File: config.mk
export PLATFORM = sky130hd
export DESIGN_NAME = vga_timing
export DESIGN_NICKNAME = d
export VERILOG_FILES = /design/src/rtl/vga_pkg.sv /design/src/rtl/sync_delay.sv /design/src/rtl/vga_timing.sv
export SDC_FILE = /design/constraint.sdc
export NUM_CORES = 1
export LEC_CHECK = 0
export CELL_PAD_IN_SITES_DETAIL_PLACEMENT = 0
export CELL_PAD_IN_SITES_GLOBAL_PLACEMENT = 1
export CORE_MARGIN = 2
export CORE_UTILIZATION = 30
export DETAILED_ROUTE_END_ITERATION = 8
export HOLD_SLACK_MARGIN = 0.03
export PLACE_DENSITY_LB_ADDON = 0.1
export RECOVER_POWER = 25
export SKIP_CTS_REPAIR_TIMING = 1
export SLEW_MARGIN = 0
export SYNTH_ARGS = -nofsm -noshare
export SYNTH_HDL_FRONTEND = slang
export SYNTH_SLANG_ARGS = --single-unit
File: constraint.sdc
create_clock -name clk -period 1.7 [get_ports clk]
set_clock_uncertainty 0.1 [all_clocks]
set_input_delay 0.34 -clock clk [delete_from_list [all_inputs] [get_ports clk]]
set_output_delay 0.34 -clock clk [all_outputs]
set_load 0.01 [all_outputs]
File: src/rtl/vga_pkg.sv
// Shared constants and types for the 800x480 raster timing generator.
// Timing values here are defaults only; vga_timing exposes them as parameters.
package vga_pkg;

  localparam int CNT_W = 11;
  localparam int CNT_MAX = (1 << CNT_W) - 1;
  localparam int RGB_W = 24;

  localparam int H_ACTIVE_DEF = 800;
  localparam int H_FP_DEF     = 40;
  localparam int H_SYNC_DEF   = 128;
  localparam int H_BP_DEF     = 88;

  localparam int V_ACTIVE_DEF = 480;
  localparam int V_FP_DEF     = 10;
  localparam int V_SYNC_DEF   = 2;
  localparam int V_BP_DEF     = 33;

  typedef logic [CNT_W-1:0] count_t;

  // Inclusive window test used for the sync pulses.
  function automatic logic in_window(input count_t c, input count_t lo, input count_t hi);
    return (c >= lo) && (c <= hi);
  endfunction

endpackage

File: src/rtl/sync_delay.sv
// Cleared shift register: DEPTH stages of WIDTH bits, every stage reset to RESET_VAL,
// so a fresh pipeline only ever emits the inactive value until real data arrives.
module sync_delay #(
  parameter int WIDTH = 1,
  parameter int DEPTH = 1,
  parameter logic [WIDTH-1:0] RESET_VAL = '0
) (
  input  logic             clk,
  input  logic             reset,
  input  logic [WIDTH-1:0] d,
  output logic [WIDTH-1:0] q
);

  logic [WIDTH-1:0] stage [DEPTH];

  always_ff @(posedge clk or posedge reset) begin
    if (reset) begin
      for (int i = 0; i < DEPTH; i++) begin
        stage[i] <= RESET_VAL;
      end
    end else begin
      stage[0] <= d;
      for (int i = 1; i < DEPTH; i++) begin
        stage[i] <= stage[i-1];
      end
    end
  end

  assign q = stage[DEPTH-1];

endmodule

File: src/rtl/vga_timing.sv
// Raster counters, sync/DE generation and pixel output stage aligned to the frame
// buffer read latency. Optional checkerboard source enabled by VGA_TEST_PATTERN_EN.
module vga_timing
  import vga_pkg::*;
#(
  parameter int H_ACTIVE = H_ACTIVE_DEF,
  parameter int H_FP     = H_FP_DEF,
  parameter int H_SYNC   = H_SYNC_DEF,
  parameter int H_BP     = H_BP_DEF,
  parameter int V_ACTIVE = V_ACTIVE_DEF,
  parameter int V_FP     = V_FP_DEF,
  parameter int V_SYNC   = V_SYNC_DEF,
  parameter int V_BP     = V_BP_DEF,
  parameter logic HS_POL = 1'b0,
  parameter logic VS_POL = 1'b0,
  parameter int PIX_LATENCY = 1,
  parameter logic [RGB_W-1:0] FG_RGB = 24'hFFFFFF,
  parameter logic [RGB_W-1:0] BG_RGB = 24'h000000
) (
  input  logic             clk,
  input  logic             reset,
  output count_t           vga_h,
  output count_t           vga_v,
  input  logic             pixel_in,
  output logic             hsync,
  output logic             vsync,
  output logic             de,
  output logic [RGB_W-1:0] rgb,
  output logic             frame_start
`ifdef VGA_TEST_PATTERN_EN
  ,
  input  logic             test_mode
`endif
);

  localparam int H_TOTAL = H_ACTIVE + H_FP + H_SYNC + H_BP;
  localparam int V_TOTAL = V_ACTIVE + V_FP + V_SYNC + V_BP;

  localparam count_t H_LAST   = count_t'(H_TOTAL - 1);
  localparam count_t V_LAST   = count_t'(V_TOTAL - 1);
  localparam count_t H_ACT    = count_t'(H_ACTIVE);
  localparam count_t V_ACT    = count_t'(V_ACTIVE);
  localparam count_t HS_FIRST = count_t'(H_ACTIVE + H_FP);
  localparam count_t HS_LAST  = count_t'(H_ACTIVE + H_FP + H_SYNC - 1);
  localparam count_t VS_FIRST = count_t'(V_ACTIVE + V_FP);
  localparam count_t VS_LAST  = count_t'(V_ACTIVE + V_FP + V_SYNC - 1);

  if (H_TOTAL > CNT_MAX || V_TOTAL > CNT_MAX) begin : g_bad_total
    $error("vga_timing: H_TOTAL/V_TOTAL exceed the 11-bit count range");
  end
  if (PIX_LATENCY < 1 || PIX_LATENCY > 4) begin : g_bad_latency
    $error("vga_timing: PIX_LATENCY must be in 1..4");
  end

  count_t h_cnt;
  count_t v_cnt;

  // v advances on the same edge h wraps; both roll over together at end of frame.
  always_ff @(posedge clk or posedge reset) begin
    if (reset) begin
      h_cnt <= '0;
      v_cnt <= '0;
    end else if (h_cnt == H_LAST) begin
      h_cnt <= '0;
      v_cnt <= (v_cnt == V_LAST) ? count_t'(0) : v_cnt + 1'b1;
    end else begin
      h_cnt <= h_cnt + 1'b1;
    end
  end

  assign vga_h = h_cnt;
  assign vga_v = v_cnt;

  // Gated by reset so the pulse only marks a live frame origin, not the held reset state.
  assign frame_start = ~reset & (h_cnt == '0) & (v_cnt == '0);

  logic de_raw;
  logic hs_raw;
  logic vs_raw;

  always_comb begin
    de_raw = (h_cnt < H_ACT) && (v_cnt < V_ACT);
    hs_raw = in_window(h_cnt, HS_FIRST, HS_LAST);
    vs_raw = in_window(v_cnt, VS_FIRST, VS_LAST);
  end

  // Pipeline carries active-high flags; polarity is applied at the pins.
  logic [2:0] timing_d;
  logic       de_d;
  logic       hs_d;
  logic       vs_d;

  sync_delay #(
    .WIDTH     (3),
    .DEPTH     (PIX_LATENCY),
    .RESET_VAL (3'b000)
  ) u_timing_delay (
    .clk   (clk),
    .reset (reset),
    .d     ({de_raw, hs_raw, vs_raw}),
    .q     (timing_d)
  );

  assign {de_d, hs_d, vs_d} = timing_d;

  assign de    = de_d;
  assign hsync = hs_d ? HS_POL : ~HS_POL;
  assign vsync = vs_d ? VS_POL : ~VS_POL;

  logic pix_src;

`ifdef VGA_TEST_PATTERN_EN
  // The checkerboard only needs bit 4 of each coordinate, so only those bits are delayed.
  logic [1:0] hv4_d;

  sync_delay #(
    .WIDTH     (2),
    .DEPTH     (PIX_LATENCY),
    .RESET_VAL (2'b00)
  ) u_hv_delay (
    .clk   (clk),
    .reset (reset),
    .d     ({h_cnt[4], v_cnt[4]}),
    .q     (hv4_d)
  );

  always_comb begin
    pix_src = pixel_in;
    if (test_mode) begin
      pix_src = hv4_d[1] ^ hv4_d[0];
    end
  end
`else
  always_comb begin
    pix_src = pixel_in;
  end
`endif

  always_comb begin
    rgb = '0;
    if (de_d) begin
      rgb = pix_src ? FG_RGB : BG_RGB;
    end
  end

endmodule

==> impl_metrics.json, run 1 <==
{
  "status": "finished, violations left",
  "violations": "negative setup slack",
  "core-area_mm2": 0.004755,
  "grt_setup_unrepaired": "yes",
  "wirelength_mm": 3.873,
  "ys_seq_elements": 25,
  "synth_top_area_share": 0.4216,
  "wl_per_cell_um": 12.87,
  "hp-class": "reg -> reg",
  "fillCellCount": 467,
  "cp-end-kind": "output port",
  "max-cap-violations": 0,
  "synthArstFlopShare": 1.000,
  "synth_cell_type_count": 30,
  "p_sw_frac": 0.2380,
  "cts_tree": "built",
  "dr.pass1.iters": 4,
  "reg2reg_slack_ps": -10,
  "cts.clk_slew.worst_paths_ps": 90,
  "combinationalPowerShare": 0.082,
  "post-route-drc-count": 0,
  "fmax_mhz": 518.4,
  "yosys-top-cells-count": "25 x dfrtp_1, 24 x buf_4, 11 x nand3_1, 11 x nor2_1, 9 x nand2_1",
  "worst_setup_path_start_kind": "flop",
  "vias_per_cell": 4.638,
  "setup_viol": 2,
  "fin_util": 0.4984,
  "total_leakage_power_nw": 1.442,
  "power.share.sequential": 0.568,
  "numCtsBuffers": 3,
  "drive_above_1_share": 0.4017,
  "synth_seq_area_share": 0.4216,
  "final_nets": 242,
  "cts-root-buf": "clkbuf_8",
  "drv_slew": 0,
  "setup_ws_ps": -229.2,
  "grt_pass1_vias": 1274,
  "yosys_warnings": 0,
  "cts.sinks": 25,
  "reg2reg_from": "vga_v[0]",
  "die_y_um": 74.33,
  "dr.first_iter.drc_count": 45,
  "htreeDepth": 1,
  "fin_crit_ps": 1929,
  "synth_edf_count": 0,
  "grt_max_degree": 26,
  "ys_top_cells_by_area": "dfrtp_1 42%, buf_4 12%, xor2_1 4.7%",
  "antenna_cells": 0,
  "synth_fp_nets": 163,
  "timing.rr.end": "vga_v[4]",
  "port_buffers": 52,
  "power_density_mw_per_mm2": 441.6,
  "row_count": 25,
  "synth_area_mm2": 0.001484,
  "crit_arrival_ps": 1490,
  "start_util": 0.3121,
  "yosys.area.top_type": "dfrtp_1",
  "grtUsageTotal": 0.1434,
  "finalHoldViolations": 0,
  "syn2layout_area_growth_pct": 59.70,
  "vias": 1396,
  "worstPathMaxFanout": 2,
  "clk_latency_ps": 280,
  "slew-limit-headroom": 0.5681,
  "period_share": 1.135,
  "r2r_cells": 7,
  "synth_most_common_cell": "dfrtp_1",
  "die_w_um": 74.33,
  "syn_avg_cell_area_um2": 9.512,
  "synthCells": 156,
  "intPower_w": 0.0007974,
  "required_ps": 1260,
  "power_switching_w": 0.0002491,
  "ant_nets": 0,
  "grt-ovfl-total": 0,
  "criticalPathCategory": "reg -> out",
  "antenna_found_initial": 0,
  "dp_hpwl_mm": 2.916,
  "tightest_slew_ps": 647.8,
  "peakVddDrop_v": 0.0002940,
  "min_path_cells": 2,
  "yosys_most_used_dff": "dfrtp_1",
  "critPathCapture": "frame_start",
  "worstSetupStartpoint": "vga_v[6]",
  "power.total_w": 0.001046,
  "clockBufferDepth": 2,
  "grt_pass1_wl_mm": 6.078,
  "io_pins": 53,
  "pwr-share-clk": 0.350,
  "gp_congestion": 0.7778,
  "whs_ps": 467.1,
  "dieArea_mm2": 0.005525
}
-- stage by stage --
step                      worst slack (ps)  area, µm²  instances  setup TNS, ps
after global routing                -316.4       2370        301         -740.9
after CTS                           -792.6       2255        292         -13000
after floorplan                      9.752       1490        156              0
after detailed placement            -561.9       2208        288         -10550
final                               -229.2       2370        301         -236.8
after global placement              -552.7       2208        288         -10170
-- kinds of logic (layout without fill, tap and decap cells) --
logic type | count (synthesis) | count (layout) | share of synthesized area
buffers and inverters | 35 | 113 | 0.1518
flip-flops | 25 | 25 | 0.4216
AND/OR/NAND/NOR | 65 | 65 | 0.2597
multiplexers | 2 | 2 | 0.01349
adder cells (fa/ha/maj) | 4 | 4 | 0.03373
AO/OA/AOI/OAI | 13 | 13 | 0.04890
XOR/XNOR | 12 | 12 | 0.07083
-- power groups by stage --
stage / Combinational, W / Sequential (W) / Clock (W)
2_1_floorplan: 0.0000722 / 0.000606 / 0
3_3_place_gp: 0.000106 / 0.000606 / 0
3_5_place_dp: 0.000107 / 0.000606 / 0
4_1_cts: 0.000107 / 0.000594 / 0.000386
5_1_grt: 0.0000948 / 0.000594 / 0.000407
6_report: 0.0000862 / 0.000594 / 0.000366
-- metal layers --
layer  share of wire  GRT usage  wire [µm]
met3           0.059    0.01355        229
met1            0.45     0.1917       1748
met5               0          0          0
met2            0.47     0.2421       1837
met4           0.015    0.05357         59
-- worst max-delay path: stages (launching register included) --
cell and delay (ps):
dfrtp_1 400, nor4_2 290, buf_4 170, nand4_1 100, nor3_2 110, buf_2 150
-- layout by cell type, fill, tap and decap left out, types with 2 or more instances in the layout --
cell	instances
nand4_1	6
mux2i_1	2
dfrtp_1	25
and4_1	3
o21ai_0	4
xor2_1	8
clkbuf_2	9
ha_1	2
dlymetal6s2s_1	24
buf_6	7
xnor2_2	2
nor4_1	2
xnor2_1	2
buf_4	41
or3_1	4
clkbuf_8	3
nor3_1	4
inv_1	8
and3_1	2
nor2_1	10
nand2_1	8
and4_4	2
clkdlybuf4s50_1	2
nand3_1	11
a21oi_1	3
o21ai_1	4
buf_2	15
-- final cells by class --
type / instances / area [µm²] / area share
multi-input cells: 96 / 701.9 / 0.2962
well taps: 67 / 83.83 / 0.03537
inverters: 8 / 30.03 / 0.01267
flip-flops and latches: 25 / 625.6 / 0.2640
clock inverters: 1 / 5.005 / 0.002112
repair buffers: 101 / 882.1 / 0.3722
clock buffers: 3 / 41.29 / 0.01742
-- how the worst min path moves through the flow --
stage | from | end | slack, ps
3_3_place_gp | vga_h[0] | vga_h[0] | 440
5_1_grt | vga_h[0] | vga_h[0] | 500
6_report | vga_h[0] | vga_h[0] | 470
3_5_place_dp | vga_h[0] | vga_h[0] | 440
2_1_floorplan | reset | u_timing_delay.q[0] | 270
4_1_cts | reset | vga_h[3] | 350
-- state kept, by name, summed over array words and instances, names as in the netlist --
signal / flops
u_timing_delay.q: 3
vga_v: 11
vga_h: 11
(Power assumes the default switching activity.)
==> run 2: changes to the inputs <==
Settings changed: CTS_CLUSTER_DIAMETER from default to 40.
==> results of run 2 <==
Final layout, timing and power as in run 1 (identical DEF).
